**config.mk**
```make
export PLATFORM = sky130hd
export DESIGN_NAME = trigger_dac_loader_flat
export DESIGN_NICKNAME = d
export VERILOG_FILES = /design/src/rtl/trigger_dac_loader_pkg.sv /design/src/rtl/trigger_dac_loader_if.sv /design/src/rtl/trigger_dac_loader_spi_frame_tx.sv /design/src/rtl/trigger_dac_loader.sv /design/src/flat_wrapper.sv
export SDC_FILE = /design/constraint.sdc
export NUM_CORES = 1
export LEC_CHECK = 0
export ABC_AREA = 0
export BUFFER_PORTS_ARGS = -buffer_cell sky130_fd_sc_hd__buf_2
export CAP_MARGIN = 20
export CORE_UTILIZATION = 45
export CTS_BUF_LIST = sky130_fd_sc_hd__clkbuf_16
export CTS_CLUSTER_DIAMETER = 80
export DETAILED_ROUTE_END_ITERATION = 10
export HOLD_SLACK_MARGIN = 0.02
export RECOVER_POWER = 50
export SETUP_SLACK_MARGIN = 0.15
export SLEW_MARGIN = 15
export SYNTH_ARGS = -nofsm -noshare
export SYNTH_HDL_FRONTEND = slang
export SYNTH_SLANG_ARGS = --single-unit
```
**constraint.sdc**
```tcl
create_clock -name clk -period 3.3 [get_ports clk]
set_input_delay 0.66 -clock clk [delete_from_list [all_inputs] [get_ports clk]]
set_output_delay 0.66 -clock clk [all_outputs]
set_load 0.005 [all_outputs]
```
**src/rtl/trigger_dac_loader_pkg.sv**
```systemverilog
// Shared constants, FSM encoding and frame packing for the trigger DAC loader.
package trigger_dac_loader_pkg;
   localparam int NBITS = 10;
   localparam int FRAME_W = 16;
   localparam int CLK_DIV = 4;
   localparam int CS_HIGH = 4;
   localparam logic [3:0] CMD_PREFIX = 4'h3;
   localparam logic [NBITS-1:0] DEFAULT_CODE = 10'd512;
   localparam int PAD_W = FRAME_W - 4 - NBITS;

   typedef enum logic [1:0] {
      IDLE,
      START,
      SHIFT,
      CSHOLD
   } spi_state_t;

   function automatic logic [FRAME_W-1:0] make_frame(
      input logic [NBITS-1:0] code
   );
      return {CMD_PREFIX, code, {PAD_W{1'b0}}};
   endfunction
endpackage

```
**src/rtl/trigger_dac_loader_if.sv**
```systemverilog
// Command strobes in, committed code, status and DAC pins out.
interface trigger_dac_loader_if;
   import trigger_dac_loader_pkg::*;

   logic             setTriggerV;
   logic             setTriggerV_1;
   logic             setTriggerV_0;
   logic             resetTrigV;
   logic [NBITS-1:0] trigVoltage;
   logic [3:0]       bitCount;
   logic             busy;
   logic             loadDone;
   logic             dacCsN;
   logic             dacSclk;
   logic             dacMosi;

   modport slave (
      input  setTriggerV, setTriggerV_1, setTriggerV_0, resetTrigV,
      output trigVoltage, bitCount, busy, loadDone,
      output dacCsN, dacSclk, dacMosi
   );

   modport master (
      output setTriggerV, setTriggerV_1, setTriggerV_0, resetTrigV,
      input  trigVoltage, bitCount, busy, loadDone,
      input  dacCsN, dacSclk, dacMosi
   );
endinterface

```
**src/rtl/trigger_dac_loader_spi_frame_tx.sv**
```systemverilog
// SPI mode-0 frame engine: CS setup, FRAME_W clocked bits, CS high hold.
module spi_frame_tx
   import trigger_dac_loader_pkg::*;
#(
   parameter int FW = FRAME_W,
   parameter int DIV = CLK_DIV,
   parameter int HOLD = CS_HIGH
) (
   input  logic          clk,
   input  logic          rst_n,
   input  logic          start,
   input  logic [FW-1:0] frame,
   output logic          busy,
   output logic          done,
   output logic          cs_n,
   output logic          sclk,
   output logic          mosi
);
   localparam int CMAX = (DIV > HOLD) ? DIV : HOLD;
   localparam int CW = $clog2(CMAX + 1);
   localparam int BW = $clog2(FW + 1);

   spi_state_t    state, state_nx;
   logic [CW-1:0] cnt;
   logic [BW-1:0] edges;
   logic [FW-1:0] sreg;
   logic          sclk_q;
   logic          tick, hold_end, last;

   assign tick = cnt == CW'(DIV - 1);
   assign hold_end = cnt == CW'(HOLD - 1);
   assign last = edges == BW'(FW - 1);
   assign sclk = sclk_q;

   always_ff @(posedge clk or negedge rst_n) begin
      if (!rst_n) state <= IDLE;
      else state <= state_nx;
   end

   always_comb begin
      state_nx = state;
      unique case (state)
         IDLE:   if (start) state_nx = START;
         START:  if (tick) state_nx = SHIFT;
         SHIFT:  if (tick && sclk_q && last) state_nx = CSHOLD;
         CSHOLD: if (hold_end) state_nx = IDLE;
      endcase
   end

   always_comb begin
      cs_n = 1'b1;
      mosi = 1'b0;
      done = 1'b0;
      busy = state != IDLE;
      unique case (state)
         IDLE:   ;
         START,
         SHIFT: begin
            cs_n = 1'b0;
            mosi = sreg[FW-1];
         end
         CSHOLD: done = cnt == '0;
      endcase
   end

   // The final falling edge coincides with the move to CSHOLD
   always_ff @(posedge clk or negedge rst_n) begin
      if (!rst_n) begin
         cnt <= '0;
         edges <= '0;
         sreg <= '0;
         sclk_q <= 1'b0;
      end else begin
         unique case (state)
            IDLE: begin
               cnt <= '0;
               edges <= '0;
               sclk_q <= 1'b0;
               if (start) sreg <= frame;
            end
            START: cnt <= tick ? '0 : cnt + 1'b1;
            SHIFT: begin
               if (tick) begin
                  cnt <= '0;
                  sclk_q <= ~sclk_q;
                  if (sclk_q) begin
                     sreg <= {sreg[FW-2:0], 1'b0};
                     edges <= edges + 1'b1;
                  end
               end else begin
                  cnt <= cnt + 1'b1;
               end
            end
            CSHOLD: begin
               cnt <= hold_end ? '0 : cnt + 1'b1;
               sclk_q <= 1'b0;
            end
         endcase
      end
   end
endmodule

```
**src/rtl/trigger_dac_loader.sv**
```systemverilog
// Collects MSB-first trigger-voltage bit strobes and writes commits to the DAC.
module trigger_dac_loader
   import trigger_dac_loader_pkg::*;
(
   input logic clk,
   input logic rst_n,
   trigger_dac_loader_if.slave bus
);
   logic [NBITS-1:0]   shift_reg, pend_code, trig_q;
   logic [FRAME_W-1:0] frame;
   logic [3:0]         bit_cnt;
   logic pending, tx_busy, start, strobe, full, discard;
   logic done, cs_n, sclk, mosi;

   assign strobe = bus.setTriggerV_1 | bus.setTriggerV_0;
   assign full = bit_cnt == 4'(NBITS);
   assign discard = bus.resetTrigV | ~(bus.setTriggerV | strobe);
   assign start = pending & ~tx_busy;
   assign frame = make_frame(pend_code);

   // A commit always re-arms pending, even on the cycle a frame launches
   always_ff @(posedge clk or negedge rst_n) begin
      if (!rst_n) begin
         shift_reg <= '0;
         bit_cnt <= '0;
         pend_code <= DEFAULT_CODE;
         trig_q <= DEFAULT_CODE;
         pending <= 1'b1;
      end else begin
         if (full) begin
            pend_code <= shift_reg;
            trig_q <= shift_reg;
         end
         if (discard) begin
            shift_reg <= '0;
            bit_cnt <= '0;
         end else if (strobe) begin
            shift_reg <= {shift_reg[NBITS-2:0], bus.setTriggerV_1};
            bit_cnt <= full ? 4'd1 : bit_cnt + 4'd1;
         end else if (full) begin
            bit_cnt <= '0;
         end
         if (full) pending <= 1'b1;
         else if (start) pending <= 1'b0;
      end
   end

   spi_frame_tx #(
      .FW(FRAME_W),
      .DIV(CLK_DIV),
      .HOLD(CS_HIGH)
   ) u_tx (
      .clk(clk),
      .rst_n(rst_n),
      .start(start),
      .frame(frame),
      .busy(tx_busy),
      .done(done),
      .cs_n(cs_n),
      .sclk(sclk),
      .mosi(mosi)
   );

   assign bus.trigVoltage = trig_q;
   assign bus.bitCount = bit_cnt;
   assign bus.busy = tx_busy | pending;
   assign bus.loadDone = done;
   assign bus.dacCsN = cs_n;
   assign bus.dacSclk = sclk;
   assign bus.dacMosi = mosi;
endmodule

```
**src/flat_wrapper.sv**
```systemverilog
// flat-port wrapper written by rule: the top's interface ports become plain ports
module trigger_dac_loader_flat import trigger_dac_loader_pkg::*;
  (clk, rst_n, bus_setTriggerV, bus_setTriggerV_1, bus_setTriggerV_0, bus_resetTrigV, bus_trigVoltage, bus_bitCount, bus_busy, bus_loadDone, bus_dacCsN, bus_dacSclk, bus_dacMosi);
  trigger_dac_loader_if bus_i ();
  input logic clk;
  input logic rst_n;
  input wire logic [$bits(bus_i.setTriggerV)-1:0] bus_setTriggerV;
  input wire logic [$bits(bus_i.setTriggerV_1)-1:0] bus_setTriggerV_1;
  input wire logic [$bits(bus_i.setTriggerV_0)-1:0] bus_setTriggerV_0;
  input wire logic [$bits(bus_i.resetTrigV)-1:0] bus_resetTrigV;
  output wire logic [$bits(bus_i.trigVoltage)-1:0] bus_trigVoltage;
  output wire logic [$bits(bus_i.bitCount)-1:0] bus_bitCount;
  output wire logic [$bits(bus_i.busy)-1:0] bus_busy;
  output wire logic [$bits(bus_i.loadDone)-1:0] bus_loadDone;
  output wire logic [$bits(bus_i.dacCsN)-1:0] bus_dacCsN;
  output wire logic [$bits(bus_i.dacSclk)-1:0] bus_dacSclk;
  output wire logic [$bits(bus_i.dacMosi)-1:0] bus_dacMosi;
  assign bus_i.setTriggerV = bus_setTriggerV;
  assign bus_i.setTriggerV_1 = bus_setTriggerV_1;
  assign bus_i.setTriggerV_0 = bus_setTriggerV_0;
  assign bus_i.resetTrigV = bus_resetTrigV;
  assign bus_trigVoltage = bus_i.trigVoltage;
  assign bus_bitCount = bus_i.bitCount;
  assign bus_busy = bus_i.busy;
  assign bus_loadDone = bus_i.loadDone;
  assign bus_dacCsN = bus_i.dacCsN;
  assign bus_dacSclk = bus_i.dacSclk;
  assign bus_dacMosi = bus_i.dacMosi;
  trigger_dac_loader u_core (.clk(clk), .rst_n(rst_n), .bus(bus_i));
endmodule
```
==> flow_summary.yaml, run 1 <==
critical_path:
  crit_start: "u_core.u_tx.state[1]$_DFFE_PN0P_"
  cp_max_fo: 11
  worstPathRequired_ns: 2.64
  crit_type: "flop to primary output"
  reg2reg_to: "u_core.u_tx.sreg[4]$_DFFE_PN0P_"
  cp.arrival_ns: 1.98
  cp-start-kind: "flop"
  r2r_setup_slack_ns: 1.24
  reg2reg_from: "u_core.u_tx.state[1]$_DFFE_PN0P_"
  end_kind: "primary output"
  reg2reg_depth: 6
clocking:
  cts_root_buf: "clkbuf_16"
  h-tree-depth: 2
  cts_made_buffers: 5
  post_cts_resized: 0
  postCtsHoldBufs: 0
  cts.sinks: 50
  cts_tree: "done"
  cts.path.max_buffers: 2
  post_cts_buffers: 0
  clk_pin_slew_worst_paths_ns: 0.06
  insertion_delay_ns: 0.29
layout:
  area_growth_syn_to_layout_pct: 15.6
  final_core_util: 0.538
  layout_common_cells: "48 x dfrtp_1, 44 x nand2_1, 22 x buf_2"
  layout-drive-gt1-share: 0.166
  fin_nets: 274
  final_common_cell: "dfrtp_1"
  largest_register_ffs: 14
  antenna_cells: 0
routing:
  drt-wirelength-per-cell_um: 13.5
  drc: 0
  vias: 1679
  ant_nets: 0
  vias_per_cell: 5.10
  drtPass1Iterations: 4
  first_iter_violations: 100
  wl_um: 4440
sta:
  rsz0062_at_grt: "false"
  fmax_ghz: 0.378
  skew_ns: 0.00542
  setup_viol: 0
  period_needed_ns: 2.64
  finalCritPeriodShare: 0.801
  hold_violations: 0
  worst_pin_slew_ns: 1.11
  slew_viol_final: 0
  slew_headroom: 0.260
  fin_tns_setup_ns: 0
place:
  dp_hpwl_um: 3030
  gp_congestion: 0.737
  portBuffers: 24
logic_synthesis:
  synthSimpleGateAreaFrac: 0.172
  synth_top_area_cell: "dfrtp_1"
  ys.flop_type: "dfrtp_1"
  ys_seq_area_frac: 0.527
  synthesis.area_um2: 2380
  synth_edf_count: 0
  synth_fa_ha_area_frac: 0.0526
  synth_top_family_by_area: "simple AND/OR/NAND/NOR gates"
  synth_xor_area_frac: 0.0111
  yosysWarnings: 0
  synth.ff_latch_count: 50
  syn-num-nets: 250
  synthMuxAreaShare: 0.0511
  netlist_instances: 234
  avgSynthCellArea_um2: 10.2
  yosys.cell_types.count: 40
  async_flop_share: 1.00
  synth_area_leaders: "dfrtp_1 51%, nand2_1 6.9%, ha_1 5.3%"
  netlist.area_leader.share: 0.505
  synth-compound-area-share: 0.145
power_and_ir_drop:
  cellPowerDensity_nw_per_um2: 764
  power_switching_share: 0.328
  combPwrFrac: 0.307
  p_leak_nw: 1.39
  internal_power_w: 0.00141
  ir_drop_mv: 0.365
  p_clk_frac: 0.314
  switching_power_w: 0.000688
  pwr-share-seq: 0.380
global_routing:
  grt_pass1_vias: 1615
  grt_overflow: 0
  grt_max_degree: 32
  grt_pass1_wl_um: 7730
  grt_use_total: 0.184
  grt_antenna_before_repair: 0
die:
  initial_utilization: 0.465
  io_pins: 25
  coreArea_um2: 5110
  die_h_um: 74.7
  dieWidth_um: 74.7
  die_area_um2: 5580
  rows: 26
min_path:
  hold_path_startpoint: "u_core.pend_code[9]$_DFFE_PN1P_"
  min_path_type: "flop to flop"
  min_to: "u_core.pend_code[9]$_DFFE_PN1P_"
  holdPathStages: 2
outcome:
  status: "completed"
job:
  cap_violations: 0
==> synth_stat cells, drive strengths merged (3+ instances only) <==
cell,n
xnor2,3
nor3b,3
buf,7
nand3,6
nor3,4
nand2,44
a22o,14
mux2i,11
o22ai,3
a21oi,13
ha,10
inv,11
nor2,20
dfrtp,48
o21ai,9
clkbuf,4
==> power by group through the flow <==
| stage | registers (W) | logic, W | clock network (W) |
|---|---|---|---|
| final | 0.000798 | 0.000644 | 0.000659 |
| after detailed placement | 0.000809 | 0.000651 | 0 |
| after global routing | 0.000814 | 0.000744 | 0.000694 |
| after global placement | 0.000804 | 0.000648 | 0 |
| after floorplan | 0.000791 | 0.000519 | 0 |
| after CTS | 0.000799 | 0.000654 | 0.000670 |
==> kinds of logic (layout without fill, tap and decap cells) <==
kind of cell / Yosys count / in the layout
fa+ha+maj: 10 / 10
flops: 50 / 50
compound gates: 49 / 49
simple gates: 88 / 88
mux: 12 / 12
xor+xnor: 3 / 3
buf+inv: 22 / 47
==> area by class of cell <==
type	count	area (um2)
Inverter	11	41.3
Clock inverter	3	68.8
Timing Repair Buffer	28	145
Tap cell	70	87.6
Sequential cell	50	1250
Multi-Input combinational cell	162	1030
Fill cell	480	2360
Clock buffer	5	125
==> routing by layer <==
layer  part of all wire  vias up  GRT usage  wire length, um
met3              0.023        5     0.0361              101
met2               0.46       22      0.286             2070
met1               0.50      799      0.268             2230
li1                   -      853          -                -
met5                  0        -          0                0
met4             0.0092        0     0.0440               41
==> stage by stage <==
step / setup slack [ns] / hold WS [ns] / area (um2) / power [W] / std cells
final: 0.657 / 0.470 / 2750 / 0.00210 / 329
after global routing: 0.486 / 0.490 / 2750 / 0.00225 / 329
after CTS: 0.664 / 0.340 / 2750 / 0.00212 / 329
after detailed placement: 0.965 / 0.462 / 2560 / 0.00146 / 321
after global placement: 1.06 / 0.463 / 2560 / 0.00145 / 321
after floorplan: 1.57 / 0.364 / 2380 / 0.00131 / 234
==> how the worst max path moves through the flow <==
| stage | slack, ns | end | cells past startpoint |
|---|---|---|---|
| after global routing | 0.49 | bus_busy | 5 |
| after floorplan | 1.57 | bus_busy | 5 |
| after global placement | 1.06 | bus_busy | 5 |
| after detailed placement | 0.96 | bus_busy | 5 |
| final | 0.66 | bus_busy | 5 |
| after CTS | 0.66 | bus_busy | 5 |
==> worst max-delay path, cell delays in order, from the launching register on <==
cell     delay (ns)
dfrtp_1        0.40
inv_1          0.10
ha_1           0.40
nor2b_1        0.50
inv_1          0.14
buf_2          0.16
Power figures use the tool's default switching activity.
==> run 2, diff against run 1 <==
==> constraint.sdc (replaced) <==
create_clock -name clk -period 2.7 [get_ports clk]
set_input_delay 0.54 -clock clk [delete_from_list [all_inputs] [get_ports clk]]
set_output_delay 0.54 -clock clk [all_outputs]
set_load 0.005 [all_outputs]
==> flow_summary.yaml, run 2 (synthesized netlist as in run 1, its figures left out) <==
routing:
  met3_length_um: 117
  drt-met1-wl_um: 2170
  routed-wl-met2_um: 2200
  drt-wirelength-per-cell_um: 13.9
  vias: 1692
  drtPass1Iterations: 4
  ant_nets: 0
  drc: 0
  wl_um: 4560
  first_iter_violations: 83
  vias_per_cell: 5.16
  top_layer_used: "met4"
layout:
  largest_register_ffs: 14
  finalNonFillerCells: 328
  antenna_cells: 0
  final_common_cell: "dfrtp_1"
  layout-drive-gt1-share: 0.174
  layout_common_cells: "48 x dfrtp_1, 44 x nand2_1, 23 x buf_2"
  final_core_util: 0.533
  area_growth_syn_to_layout_pct: 14.6
  fin_nets: 273
critical_path:
  cp_top_family: "flip-flops"
  crit_type: "flop to primary output"
  cp.arrival_ns: 1.85
  cp-start-kind: "flop"
  cp_max_fo: 11
  path_cells: "inv_1 -> ha_1 -> nor2b_2 -> inv_1 -> buf_2"
  crit_path_max_incr_delay_ns: 0.41
  cp_num_buf_inv: 3
  end_kind: "primary output"
  critical-path-slowest-cell: "dfrtp_1"
  cpMostUsedCell: "inv_1"
  worstPathRequired_ns: 2.16
die:
  io_pins: 25
  rows: 26
  die_h_um: 74.7
  dieWidth_um: 74.7
  initial_utilization: 0.465
  coreArea_um2: 5110
  die_area_um2: 5580
sta:
  setup_viol: 0
  slew_headroom: 0.185
  worst_pin_slew_ns: 1.22
  skew_ns: 0.00345
  finalCritPeriodShare: 0.884
  slew_viol_final: 0
  hold_violations: 0
  fmax_ghz: 0.419
  hold_slack_ns: 0.469
  rsz0062_at_grt: "false"
  period_needed_ns: 2.39
  fin_tns_setup_ns: 0
clocking:
  cts_tree: "done"
  post_cts_buffers: 0
  h-tree-depth: 2
  post_cts_resized: 0
  cts_made_buffers: 5
  cts.path.max_buffers: 2
  cts_root_buf: "clkbuf_16"
  clk_pin_slew_worst_paths_ns: 0.07
  cts.sinks: 50
  insertion_delay_ns: 0.29
  postCtsHoldBufs: 0
outcome:
  status: "completed"
global_routing:
  grt_use_total: 0.182
  grt_antenna_before_repair: 0
  grt_pass1_vias: 1575
  grt_pass1_wl_um: 7570
  grt_max_degree: 51
  grt_overflow: 0
power_and_ir_drop:
  switching_power_w: 0.000867
  combPwrFrac: 0.317
  power.total_w: 0.00250
  pwr-share-seq: 0.391
  internal_power_w: 0.00163
  ir_drop_mv: 0.382
  p_clk_frac: 0.292
  p_leak_nw: 1.38
  cellPowerDensity_nw_per_um2: 918
  power_switching_share: 0.347
place:
  dpl.cell_count: 320
  gp_congestion: 0.731
  portBuffers: 24
  dp_hpwl_um: 3030
job:
  cap_violations: 0
min_path:
  min_path_type: "flop to flop"
-- run 2: cell types whose count changed in the layout (fill, tap and decap cells not counted), sizes merged --
cell | previous run | this run
inv | 11 | 12
bufinv | 2 | 1
clkbuf | 8 | 7
-- run 2: final cells by class --
type,instances,area (um2)
Clock buffer,5,125
Clock inverter,3,47.5
Fill cell,469,2380
Inverter,11,41.3
Multi-Input combinational cell,162,1030
Sequential cell,50,1250
Tap cell,70,87.6
Timing Repair Buffer,27,139
-- run 2: through the flow --
stage                     setup WS (ns)  area [um2]
after floorplan                    1.08        2380
after global routing              0.166        2720
after global placement            0.591        2550
after detailed placement          0.488        2550
after CTS                         0.160        2730
final                             0.313        2720
-- run 2: power by group through the flow --
stage	Sequential [W]	Combinational, W	Clock (W)
final	0.000978	0.000792	0.000729
after global routing	0.000998	0.000904	0.000779
after CTS	0.000980	0.000807	0.000747
after detailed placement	0.000993	0.000801	0
after global placement	0.000982	0.000775	0
after floorplan	0.000966	0.000634	0
-- run 2: worst paths after layout --
check	start	endpoint	slack [ns]	cells after the start
max	u_core.u_tx.state[0]$_DFFE_PN0P_	bus_busy	0.31	5
min	u_core.pend_code[9]$_DFFE_PN1P_	u_core.pend_code[9]$_DFFE_PN1P_	0.47	2
max reg2reg	u_core.u_tx.state[0]$_DFFE_PN0P_	u_core.u_tx.sreg[8]$_DFFE_PN0P_	0.58	6
min reg2reg	u_core.pend_code[9]$_DFFE_PN1P_	u_core.pend_code[9]$_DFFE_PN1P_	0.47	2
max in group asynchronous	rst_n	u_core.pend_code[1]$_DFFE_PN0P_	1.38	2
min in group asynchronous	rst_n	u_core.u_tx.sclk$_DFFE_PN0P_	0.57	2
-- run 2: worst reg2reg max path, cell delays in order (launching register included) --
cell	delay, ns
dfrtp_1	0.41
inv_1	0.10
ha_1	0.42
nor2_2	0.20
a211oi_4	0.66
nor2_1	0.09
a21oi_1	0.17
-- run 2: layer usage --
layer | vias up | track usage
li1 | 857 | -
met1 | 804 | 0.252
met2 | 24 | 0.286
met3 | 7 | 0.0361
met4 | 0 | 0.0692
met5 | - | 0
==> run 3, diff against run 2 <==
--- a/config.mk
+++ b/config.mk
@@ -8,9 +8,11 @@
 export ABC_AREA = 0
 export BUFFER_PORTS_ARGS = -buffer_cell sky130_fd_sc_hd__buf_2
 export CAP_MARGIN = 20
+export CORE_ASPECT_RATIO = 0.8
 export CORE_UTILIZATION = 45
 export CTS_BUF_LIST = sky130_fd_sc_hd__clkbuf_16
 export CTS_CLUSTER_DIAMETER = 80
+export CTS_CLUSTER_SIZE = 30
 export DETAILED_ROUTE_END_ITERATION = 10
 export HOLD_SLACK_MARGIN = 0.02
 export RECOVER_POWER = 50
==> flow_summary.yaml, run 3 (synthesized netlist as in run 1, its figures left out) <==
outcome:
  status: "complete, but fails checks"
  violations: "capacitance limit, slew limit"
clocking:
  postCtsHoldBufs: 0
  cts.sinks: 50
  post_cts_buffers: 0
  insertion_delay_ns: 0.30
  cts_tree: "done"
  cts_root_buf: "clkbuf_16"
  cts_made_buffers: 5
  cts.path.max_buffers: 2
  clk_pin_slew_worst_paths_ns: 0.07
  post_cts_resized: 0
  h-tree-depth: 2
sta:
  setup_viol: 0
  fin_tns_setup_ns: 0
  fmax_ghz: 0.446
  skew_ns: 0.00706
  slew_headroom: -0.301
  rsz0062_at_grt: "false"
  period_needed_ns: 2.24
  worst_slack_ns: 0.460
  slew_viol_final: 37
  finalCritPeriodShare: 0.830
  worst_pin_slew_ns: 1.95
  hold_violations: 0
global_routing:
  grt_pass1_vias: 1616
  grt_use_total: 0.185
  grt_pass1_wl_um: 7940
  grt_overflow: 0
  grt_max_degree: 37
  grt_antenna_before_repair: 0
place:
  dp_hpwl_um: 3220
  post-place-ws_ns: 0.539
  gp_congestion: 0.724
  portBuffers: 24
layout:
  final_common_cell: "dfrtp_1"
  fin_nets: 275
  area_growth_syn_to_layout_pct: 13.5
  antenna_cells: 0
  largest_register_ffs: 14
  layout_common_cells: "48 x dfrtp_1, 44 x nand2_1, 22 x buf_2"
  layout-drive-gt1-share: 0.165
routing:
  top_layer_used: "met4"
  drc: 0
  vias: 1709
  drtPass1Iterations: 4
  met3_length_um: 138
  vias_per_cell: 5.31
  wl_um: 4650
  first_iter_violations: 111
  drt-wirelength-per-cell_um: 14.5
  drt-met1-wl_um: 2490
  routed-wl-met2_um: 1980
  ant_nets: 0
power_and_ir_drop:
  ir_drop_mv: 0.468
  cellPowerDensity_nw_per_um2: 896
  p_leak_nw: 1.37
critical_path:
  end_kind: "primary output"
  worstPathRequired_ns: 2.16
  reg2reg_from: "u_core.u_tx.state[0]$_DFFE_PN0P_"
  crit_type: "flop to primary output"
  crit_start: "u_core.u_tx.state[1]$_DFFE_PN0P_"
  cp-start-kind: "flop"
  cp.arrival_ns: 1.70
  r2r_setup_slack_ns: 0.53
  cp_max_fo: 11
die:
  io_pins: 25
  die_h_um: 67.0
  coreArea_um2: 5040
  rows: 23
  initial_utilization: 0.472
  dieWidth_um: 83.3
  die_area_um2: 5580
min_path:
  hold_path_startpoint: "u_core.u_tx.cnt[0]$_DFF_PN0_"
  min_path_type: "flop to flop"
job:
  cap_violations: 1
==> run 3: metrics by stage <==
| stage | area (um2) | total power [W] | utilization | instances | hold WS, ns |
|---|---|---|---|---|---|
| 3_3_place_gp | 2560 | 0.00178 | 0.508 | 314 | 0.464 |
| 5_1_grt | 2700 | 0.00259 | 0.536 | 322 | 0.503 |
| 4_1_cts | 2710 | 0.00243 | 0.538 | 322 | 0.369 |
| 6_report | 2700 | 0.00242 | 0.536 | 322 | 0.472 |
| 3_5_place_dp | 2560 | 0.00179 | 0.508 | 314 | 0.465 |
| 2_1_floorplan | 2380 | 0.00160 | - | 234 | 0.244 |
==> run 3: final timing paths <==
kind                                               endpoint  depth (start not counted)
max                                                bus_busy                          5
min                            u_core.u_tx.cnt[0]$_DFF_PN0_                          1
max reg2reg                 u_core.u_tx.sreg[6]$_DFFE_PN0P_                          6
min reg2reg                    u_core.u_tx.cnt[0]$_DFF_PN0_                          1
max in group asynchronous  u_core.u_tx.state[0]$_DFFE_PN0P_                          2
min in group asynchronous  u_core.u_tx.edges[2]$_DFFE_PN0P_                          1
==> run 3: critical path: stages, from the launching register on <==
cell	delay, ns
dfrtp_1	0.40
inv_1	0.11
ha_1	0.42
nor2b_1	0.27
inv_1	0.08
buf_2	0.13
==> run 3: layer usage <==
metal | GRT usage | vias to the layer above
li1 | - | 853
met1 | 0.266 | 833
met2 | 0.269 | 18
met3 | 0.0520 | 5
met4 | 0.0517 | 0
met5 | 0 | -
==> run 3: final cells by class <==
class                   count  area, um2
fillers                   460       2340
flip-flops and latches     50       1250
multi-input cells         162       1030
repair buffers             29        148
clock buffers               5        125
well taps                  62       77.6
inverters                  11       41.3
clock inverters             3       26.3
==> run 3: power by group <==
| group | internal, W | leakage (nW) | switching, W |
|---|---|---|---|
| clock network | 0.000352 | 0.0748 | 0.000296 |
| registers | 0.000882 | 0.652 | 0.0000946 |
| logic | 0.000316 | 0.644 | 0.000478 |
| total | 0.00155 | 1.37 | 0.000869 |
